File: src/rtl/osc_meter_pkg.sv
// osc_meter_pkg: shared state encoding for the oscillator frequency meter
package osc_meter_pkg;
  typedef enum logic [1:0] {
    IDLE   = 2'd0,
    SETTLE = 2'd1,
    GATE   = 2'd2,
    LATCH  = 2'd3
  } state_e;
endpackage

File: src/rtl/osc_edge_sync.sv
// osc_edge_sync: multi-flop synchroniser followed by a rising-edge detector
module osc_edge_sync #(
  parameter int STAGES = 2
) (
  input  logic clk,
  input  logic rst,
  input  logic osc_i,
  output logic rise_o
);
  logic [STAGES-1:0] sync_q, sync_d;
  logic              dly_q, dly_d;
  // shift the raw input through the chain; keep one delayed copy of the synced level
  always_comb begin
    sync_d = {sync_q[STAGES-2:0], osc_i};
    dly_d  = sync_q[STAGES-1];
  end
  // synchroniser and detector flops
  always_ff @(posedge clk or posedge rst) begin
    if (rst) begin
      sync_q <= '0;
      dly_q  <= 1'b0;
    end else begin
      sync_q <= sync_d;
      dly_q  <= dly_d;
    end
  end
  assign rise_o = sync_q[STAGES-1] & ~dly_q;
endmodule

File: src/rtl/osc_freq_meter.sv
// osc_freq_meter: gated edge counter measuring one of NUM_CH asynchronous oscillators
module osc_freq_meter
  import osc_meter_pkg::*;
#(
  parameter int NUM_CH      = 4,
  parameter int CH_W        = 2,
  parameter int COUNT_W     = 16,
  parameter int GATE_CYCLES = 100000,
  parameter int SYNC_STAGES = 2
) (
  input  logic               fpga_clk_i,
  input  logic               reset_i,
  input  logic               enable_i,
  input  logic [CH_W-1:0]    ch_sel_i,
  input  logic [NUM_CH-1:0]  osc_i,
  output logic [COUNT_W-1:0] count_o,
  output logic               valid_o,
  output logic               ovf_o,
  output logic               busy_o,
  output logic [CH_W-1:0]    ch_o
);
  localparam int TW = $clog2(GATE_CYCLES + 1);
  localparam int SW = $clog2(SYNC_STAGES + 1);
  localparam logic [COUNT_W-1:0] CNT_MAX = '1;

  if (GATE_CYCLES < 1 || NUM_CH < 2 || SYNC_STAGES < 2) begin : g_param_err
    $error("osc_freq_meter: need GATE_CYCLES>=1, NUM_CH>=2, SYNC_STAGES>=2");
  end

  logic [NUM_CH-1:0]  rise;
  logic [CH_W-1:0]    sel_ch;
  logic               edge_sel;
  logic [COUNT_W-1:0] cnt_inc;
  logic               sat_inc;
  state_e             state_q, state_d;
  logic [CH_W-1:0]    cur_ch_q, cur_ch_d, ch_q, ch_d;
  logic [SW-1:0]      settle_q, settle_d;
  logic [TW-1:0]      gate_q, gate_d;
  logic [COUNT_W-1:0] cnt_q, cnt_d, count_q, count_d;
  logic               sat_q, sat_d, valid_q, valid_d, ovf_q, ovf_d, busy_q, busy_d;

  for (genvar i = 0; i < NUM_CH; i++) begin : g_sync
    osc_edge_sync #(.STAGES(SYNC_STAGES)) u_sync (
      .clk    (fpga_clk_i),
      .rst    (reset_i),
      .osc_i  (osc_i[i]),
      .rise_o (rise[i])
    );
  end

  // out-of-range selects fall back to channel 0
  assign sel_ch   = (32'(ch_sel_i) < NUM_CH) ? ch_sel_i : '0;
  assign edge_sel = rise[cur_ch_q];
  // saturating increment; sat records an edge that arrived with the counter already full
  assign cnt_inc  = (edge_sel && cnt_q != CNT_MAX) ? cnt_q + COUNT_W'(1) : cnt_q;
  assign sat_inc  = sat_q | (edge_sel && cnt_q == CNT_MAX);

  // next-state, timers, counter and result registers
  always_comb begin
    state_d  = state_q;
    cur_ch_d = cur_ch_q;
    settle_d = settle_q;
    gate_d   = gate_q;
    cnt_d    = cnt_q;
    sat_d    = sat_q;
    count_d  = count_q;
    ovf_d    = ovf_q;
    ch_d     = ch_q;
    valid_d  = 1'b0;
    case (state_q)
      IDLE: begin
        if (enable_i) begin
          state_d  = SETTLE;
          cur_ch_d = sel_ch;
          settle_d = '0;
        end
      end
      SETTLE, GATE: begin
        if (!enable_i) begin
          state_d = IDLE;
        end else if (sel_ch != cur_ch_q) begin
          state_d  = SETTLE;
          cur_ch_d = sel_ch;
          settle_d = '0;
        end else if (state_q == SETTLE) begin
          settle_d = settle_q + SW'(1);
          cnt_d    = '0;
          sat_d    = 1'b0;
          gate_d   = '0;
          state_d  = (settle_q == SW'(SYNC_STAGES)) ? GATE : SETTLE;
        end else begin
          cnt_d  = cnt_inc;
          sat_d  = sat_inc;
          gate_d = gate_q + TW'(1);
          if (gate_q == TW'(GATE_CYCLES - 1)) begin
            state_d = LATCH;
            count_d = cnt_inc;
            ovf_d   = sat_inc;
            ch_d    = cur_ch_q;
            valid_d = 1'b1;
          end
        end
      end
      LATCH: begin
        state_d = enable_i ? SETTLE : IDLE;
        if (enable_i) begin
          cur_ch_d = sel_ch;
          settle_d = '0;
        end
      end
    endcase
    busy_d = (state_d == SETTLE) || (state_d == GATE);
  end

  // single register bank for FSM state and all outputs
  always_ff @(posedge fpga_clk_i or posedge reset_i) begin
    if (reset_i) begin
      state_q  <= IDLE;
      cur_ch_q <= '0;
      settle_q <= '0;
      gate_q   <= '0;
      cnt_q    <= '0;
      sat_q    <= 1'b0;
      count_q  <= '0;
      ovf_q    <= 1'b0;
      ch_q     <= '0;
      valid_q  <= 1'b0;
      busy_q   <= 1'b0;
    end else begin
      state_q  <= state_d;
      cur_ch_q <= cur_ch_d;
      settle_q <= settle_d;
      gate_q   <= gate_d;
      cnt_q    <= cnt_d;
      sat_q    <= sat_d;
      count_q  <= count_d;
      ovf_q    <= ovf_d;
      ch_q     <= ch_d;
      valid_q  <= valid_d;
      busy_q   <= busy_d;
    end
  end

  assign count_o = count_q;
  assign valid_o = valid_q;
  assign ovf_o   = ovf_q;
  assign busy_o  = busy_q;
  assign ch_o    = ch_q;
endmodule
File: config.mk
export PLATFORM = sky130hd
export DESIGN_NAME = osc_freq_meter
export DESIGN_NICKNAME = d
export VERILOG_FILES = /design/src/rtl/osc_meter_pkg.sv /design/src/rtl/osc_edge_sync.sv /design/src/rtl/osc_freq_meter.sv
export SDC_FILE = /design/constraint.sdc
export NUM_CORES = 1
export LEC_CHECK = 0
export CORE_ASPECT_RATIO = 0.9
export CORE_MARGIN = 3
export CORE_UTILIZATION = 35
export DETAILED_ROUTE_END_ITERATION = 6
export PLACE_DENSITY_LB_ADDON = 0.2
export SYNTH_ARGS = -nofsm -noshare
export SYNTH_HDL_FRONTEND = slang
export SYNTH_HIERARCHICAL = 1
export SYNTH_SLANG_ARGS = --single-unit
File: constraint.sdc
create_clock -name fpga_clk_i -period 2.9 [get_ports fpga_clk_i]
set_input_delay 0.725 -clock fpga_clk_i [delete_from_list [all_inputs] [get_ports fpga_clk_i]]
set_output_delay 0.725 -clock fpga_clk_i [all_outputs]
set_load 0.05 [all_outputs]
==> impl_metrics.toml, run 1 <==
[layout]
final_cells = 537
diodes = 0
fin_nets = 418
syn2layout_area_growth_pct = 21.36
layout-drive-gt1-share_pct = 11.27

[floorplan]
dieArea_um2 = 11880
fp.dieW_um = 114.6
initial_core_util_pct = 36.09
die_h_um = 103.7
core.rowCount = 35
top_level_ports = 30
core_um2 = 10290

[cts]
clockBufferDepth = 2
cts.htree.levels = 3
cts_resized = 0
clock-root-buffer = "clkbuf_16"
path_clk_slew_ns = 0.06
post_cts_buffers = 0
numCtsBuffers = 9
cts_tree = "done"
cts_sinks = 73
clkLatencyLatePin_ns = 0.34
cts_hold_buf = 0

[routing]
vias = 2744
drt-vias-per-instance = 5.110
detail_route.wl_per_cell_um = 14.40
drt_pass1_iterations = 4
antenna_left = 0
drc_errors = 0
wirelength_um = 7733
initialDrtViolationCount = 119

[setup_path]
path_common_cell = "xnor2_1"
crit_path_start = "ch_sel_i[1]"
worstPathRequired_ns = 3.12
critical_path.startpoint_type = "input pin"
slowest_stage = "clkdlybuf4s50_1"
critical_path.max_stage_delay_ns = 0.44
crit_arrival_ns = 2.57
crit_chain = "clkdlybuf4s50_1 > xnor2_1 > nand4_2 > buf_4 > nor3_1 > xnor2_1 > nor2_1"
path_class = "in -> reg"
timing.rr.start = "state_q[1]"
crit_fanout = 16
r2r_setup_slack_ns = 0.82
crit_path_end_kind = "flop"

[status]
outcome = "finished, final reports clean"

[power]
powerDensity_nw_per_um2 = 646.0
p_leak_nw = 1.911
ir_worst_vdd_mv = 0.4008

[timing]
skew_ns = 0.003889
tightest_slew_ns = 0.5076
tns_ns = 0
maxSlewViolCount = 0
slew_headroom_pct = 66.05
final_hold_viol_count = 0
finalCritPeriodShare_pct = 80.91
rsz0062_at_grt = "false"
setup_viol = 0
period_needed_ns = 2.346
clock.fmax_ghz = 0.4262

[placed_design]
dp_cells = 521
dp.final_hpwl_um = 5489
io_buffers = 29
gp_congestion = 0.8554

[global_routing]
antenna_found_initial = 0
grt_pass1_vias = 2776
overflow = 0
grt_use_total_pct = 14.77
grt_first_pass_wirelength_um = 13890
grt_max_degree = 48

[synth]
yosysTopAreaCellShare_pct = 49.19
synthDistinctLibCells = 57
synthCells = 373
synthTopCellsByCount = "73 x dfrtp_1, 41 x nand2_1, 24 x nor2_1, 23 x xnor2_1, 21 x o21ai_0"
yosys_warnings = 6
synth.largest_area_cell = "dfrtp_1"
synthTopCellsByArea = "dfrtp_1 49%, xnor2_1 5.4%, nand2_1 4.1%"
synth_nets = 388
ys.flop_type = "dfrtp_1"
syn_area_um2 = 3714
synth.most_common_cell = "dfrtp_1"
synth-seq-cells = 73
postSynthAreaPerCell_um2 = 9.956
synth_edf_count = 0
synthArstFlopShare_pct = 100.0
synth_seq_area_share_pct = 49.19

[run]
maxCapViolCount = 0

[hold_path]
hold_class = "reg -> reg"
min_from = "g_sync[1].u_sync/sync_q[0]"
state kept, by name, summed over array words and instances (netlist names), 4 cells and up:
| register | flops |
|---|---|
| gate_q | 17 |
| cnt_q | 16 |
| count_o | 16 |
| g_sync.u_sync/sync_q | 8 |
| g_sync.u_sync/dly_q | 4 |
metrics by stage:
stage	power (mW)	setup slack [ns]	instance area, um2	utilization, %	hold WS, ns
after floorplan	1.509	0.6620	3714	-	0.3312
after global placement	1.640	0.2603	4161	40.44	0.3379
after detailed placement	1.649	0.2295	4161	40.44	0.3357
after CTS	2.944	0.5768	4507	43.79	0.3548
after global routing	3.077	0.4453	4507	43.79	0.3558
final	2.912	0.5537	4507	43.79	0.3516
report_power, final:
group | switching [mW] | internal, mW | total, mW | leakage, nW
Combinational | 0.290 | 0.187 | 0.478 | 0.776
Clock | 0.419 | 0.862 | 1.28 | 0.166
Sequential | 0.0681 | 1.08 | 1.15 | 0.970
Total | 0.777 | 2.13 | 2.91 | 1.91
cell usage in the layout (no fill, tap or decap), types with 2 or more instances in the layout:
cell,synthesis,layout
and3_1,4,4
and4_1,6,6
and2_1,3,3
or3_1,3,3
nand4_1,4,4
xnor2_1,23,23
or4b_1,2,2
nor3_1,18,18
a21o_1,5,5
mux2i_1,2,2
a21oi_1,6,6
a31oi_1,4,4
ha_1,6,6
o31ai_1,6,6
nand4_2,3,3
nand2_1,41,41
and3b_1,2,2
nand3_1,14,14
mux2_1,2,2
a22o_1,2,2
o21ai_0,21,21
mux2_2,2,2
buf_4,1,11
bufinv_16,0,3
o21ai_1,17,17
nor2b_4,4,4
dfrtp_1,73,73
inv_1,15,14
nor3b_1,7,7
xor2_1,5,5
clkdlybuf4s50_1,0,29
clkbuf_16,0,9
nor4_1,5,5
nor2_1,24,24
routing by layer:
layer	GRT usage (%)	vias to the layer above	part of all wire [%]
li1	-	1368	-
met1	19.08	1318	48
met2	22.53	43	46
met3	4.556	15	3.7
met4	6.701	0	2.7
met5	0	-	0
worst max-delay path, delay by kind of cell:
family	cells	cell delay, ns
buffers and inverters	2	0.71
xor gates and xnor gates	2	0.57
and+or+nand+nor	3	0.56
logic make-up (layout without fill, tap and decap cells):
| kind of cell | Yosys count | in the layout | synth area share [%] |
|---|---|---|---|
| buffers and inverters | 37 | 72 | 4.380 |
| AOI/OAI and AO/OA | 72 | 72 | 11.96 |
| DFF | 73 | 73 | 49.19 |
| adders and majority gates | 6 | 6 | 2.022 |
| xor gates and xnor gates | 28 | 28 | 6.604 |
| muxes | 7 | 7 | 2.358 |
| and+or+nand+nor | 150 | 150 | 23.48 |
final timing paths:
| path | endpoint | depth (start not counted) |
|---|---|---|
| min | g_sync[1].u_sync/sync_q[1] | 0 |
| max | gate_q[7] | 7 |
| min reg2reg | g_sync[1].u_sync/sync_q[1] | 0 |
| max reg2reg | count_o[0] | 7 |
| max in group asynchronous | count_o[11] | 3 |
| min in group asynchronous | g_sync[2].u_sync/dly_q | 2 |
layout make-up:
| class | instances | area (um2) |
|---|---|---|
| multi-input combinational | 263 | 1724 |
| clock inverter | 5 | 102.6 |
| clock buffer | 11 | 242.7 |
| sequential | 73 | 1827 |
| timing repair buffer | 41 | 392.9 |
| inverter | 15 | 56.30 |
| fill | 994 | 5784 |
| tap | 129 | 161.4 |
(Power assumes the default switching activity.)
==> run 2, diff against run 1 <==
==> constraint.sdc (replaced) <==
create_clock -name fpga_clk_i -period 2.1 [get_ports fpga_clk_i]
set_input_delay 0.525 -clock fpga_clk_i [delete_from_list [all_inputs] [get_ports fpga_clk_i]]
set_output_delay 0.525 -clock fpga_clk_i [all_outputs]
set_load 0.05 [all_outputs]
==> run 2 against run 1 <==
  * Sequential power rose by 37%
  * Clock-buffer cell count unchanged
  * Power up 30%
  * Non-clock buffer count up 20
  * Clock skew up 0.0027 ns
==> impl_metrics.toml, run 2 (synthesis gave the netlist of run 1 again) <==
[setup_path]
crit_chain = "or4b_4 > nor4_4 > nand2_4 > mux2_1"
path_class = "reg -> reg"
worstPathRequired_ns = 2.31
slowest_stage = "or4b_4"
crit_path_end_kind = "flop"
crit_fanout = 6
crit_arrival_ns = 2.25
critPathBufInv = 0
cpLargestDelayFamily = "simple AND/OR/NAND/NOR gates"
critical_path.startpoint_type = "flop"
critical_path.max_stage_delay_ns = 0.56

[cts]
clkLatencyLatePin_ns = 0.33
path_clk_slew_ns = 0.06
clock-root-buffer = "clkbuf_16"
numCtsBuffers = 9
cts.htree.levels = 3
clockBufferDepth = 2
cts_sinks = 73
cts_tree = "done"

[placed_design]
dpl_worst_slack_ns = -0.2452
gp_congestion = 0.8495
io_buffers = 29
dp.final_hpwl_um = 5580
dpl-instance-area_um2 = 4324

[timing]
tightest_slew_ns = 0.5006
finalCritPeriodShare_pct = 97.14
slew_headroom_pct = 66.52
fin_ws_ns = 0.06006
skew_ns = 0.006570
maxSlewViolCount = 0
setup_viol = 0
final_hold_viol_count = 0
tns_ns = 0
finalHoldWorstSlack_ns = 0.3470
period_needed_ns = 2.040
clock.fmax_ghz = 0.4902

[layout]
nFillCells = 979
final_cell_mix = "72 x dfrtp_1, 41 x nand2_1, 29 x clkdlybuf4s50_1"
stdcell_area_um2 = 4692
fin_nets = 438
syn2layout_area_growth_pct = 26.35
largest_reg_flops = 17
layout-drive-gt1-share_pct = 15.69
layout_commonest_cell = "dfrtp_1"
diodes = 0
largest_register = "gate_q"

[global_routing]
grt_use_total_pct = 15.04
grt_max_degree = 62
overflow = 0
grt_pass1_vias = 2960
grt_first_pass_wirelength_um = 14300
antenna_found_initial = 0

[floorplan]
top_level_ports = 30
die_h_um = 103.7
dieArea_um2 = 11880
core.rowCount = 35
core_um2 = 10290
initial_core_util_pct = 36.09
fp.dieW_um = 114.6

[power]
report.power.total_mw = 3.798
ir_worst_vdd_mv = 0.5698
p_leak_nw = 2.043
powerDensity_nw_per_um2 = 809.5

[routing]
vias = 2865
detail_route.wl_per_cell_um = 14.90
drc_errors = 0
wirelength_um = 8282
initialDrtViolationCount = 178
drt_pass1_iterations = 4
antenna_left = 0
drt-vias-per-instance = 5.153

[run]
maxCapViolCount = 0

[hold_path]
hold_class = "reg -> reg"

[status]
outcome = "finished, final reports clean"
## run 2: timing repair
item | 4_1_cts | 5_1_grt
gates resized for setup | 0 | 4
endpoints found under the setup margin | 0 | 21
hold buffers | 0 | 0
buffers inserted | 0 | 3
## run 2: cell type report
cell class	count	area, um2	share of cell area, %
Timing Repair Buffer	61	628.1	13.39
Clock buffer	11	232.7	4.960
Inverter	15	56.30	1.200
Multi-Input combinational cell	263	1740	37.09
Tap cell	129	161.4	3.440
Sequential cell	73	1828	38.96
Clock inverter	4	45.04	0.9600
## run 2: power breakdown
group          total (mW)  leakage (nW)  switching [mW]  internal, mW
combinational       0.770         0.936           0.441         0.329
clock                1.45         0.139           0.542         0.906
sequential           1.58         0.968          0.0811          1.50
total                3.80          2.04            1.06          2.73
## run 2: final timing paths
kind                                            startpoint                         end  slack (ns)  cells past startpoint
worst max register to register                   gate_q[6]                     ch_o[1]        0.06                      4
worst max-delay path                             gate_q[6]                     ch_o[1]        0.06                      4
min in group asynchronous                          reset_i  g_sync[1].u_sync/sync_q[1]        0.52                      2
max in group asynchronous                          reset_i                  count_o[9]        1.10                      3
worst min register to register  g_sync[2].u_sync/sync_q[0]  g_sync[2].u_sync/sync_q[1]        0.35                      0
worst min-delay path            g_sync[2].u_sync/sync_q[0]  g_sync[2].u_sync/sync_q[1]        0.35                      0
## run 2: metrics by stage
stage / utilization, % / std cells
floorplan: - / 373
global placement: 42.02 / 536
detailed placement: 42.02 / 536
CTS: 44.72 / 551
global route: 45.59 / 556
finish: 45.59 / 556
## run 2: per-layer routing
metal / up-vias / share of wire [%] / GRT usage [%]
met5: - / 0 / 0
met4: 0 / 0.97 / 4.665
met3: 7 / 4.0 / 5.432
met2: 53 / 47 / 23.07
met1: 1393 / 48 / 19.80
li1: 1412 / - / -
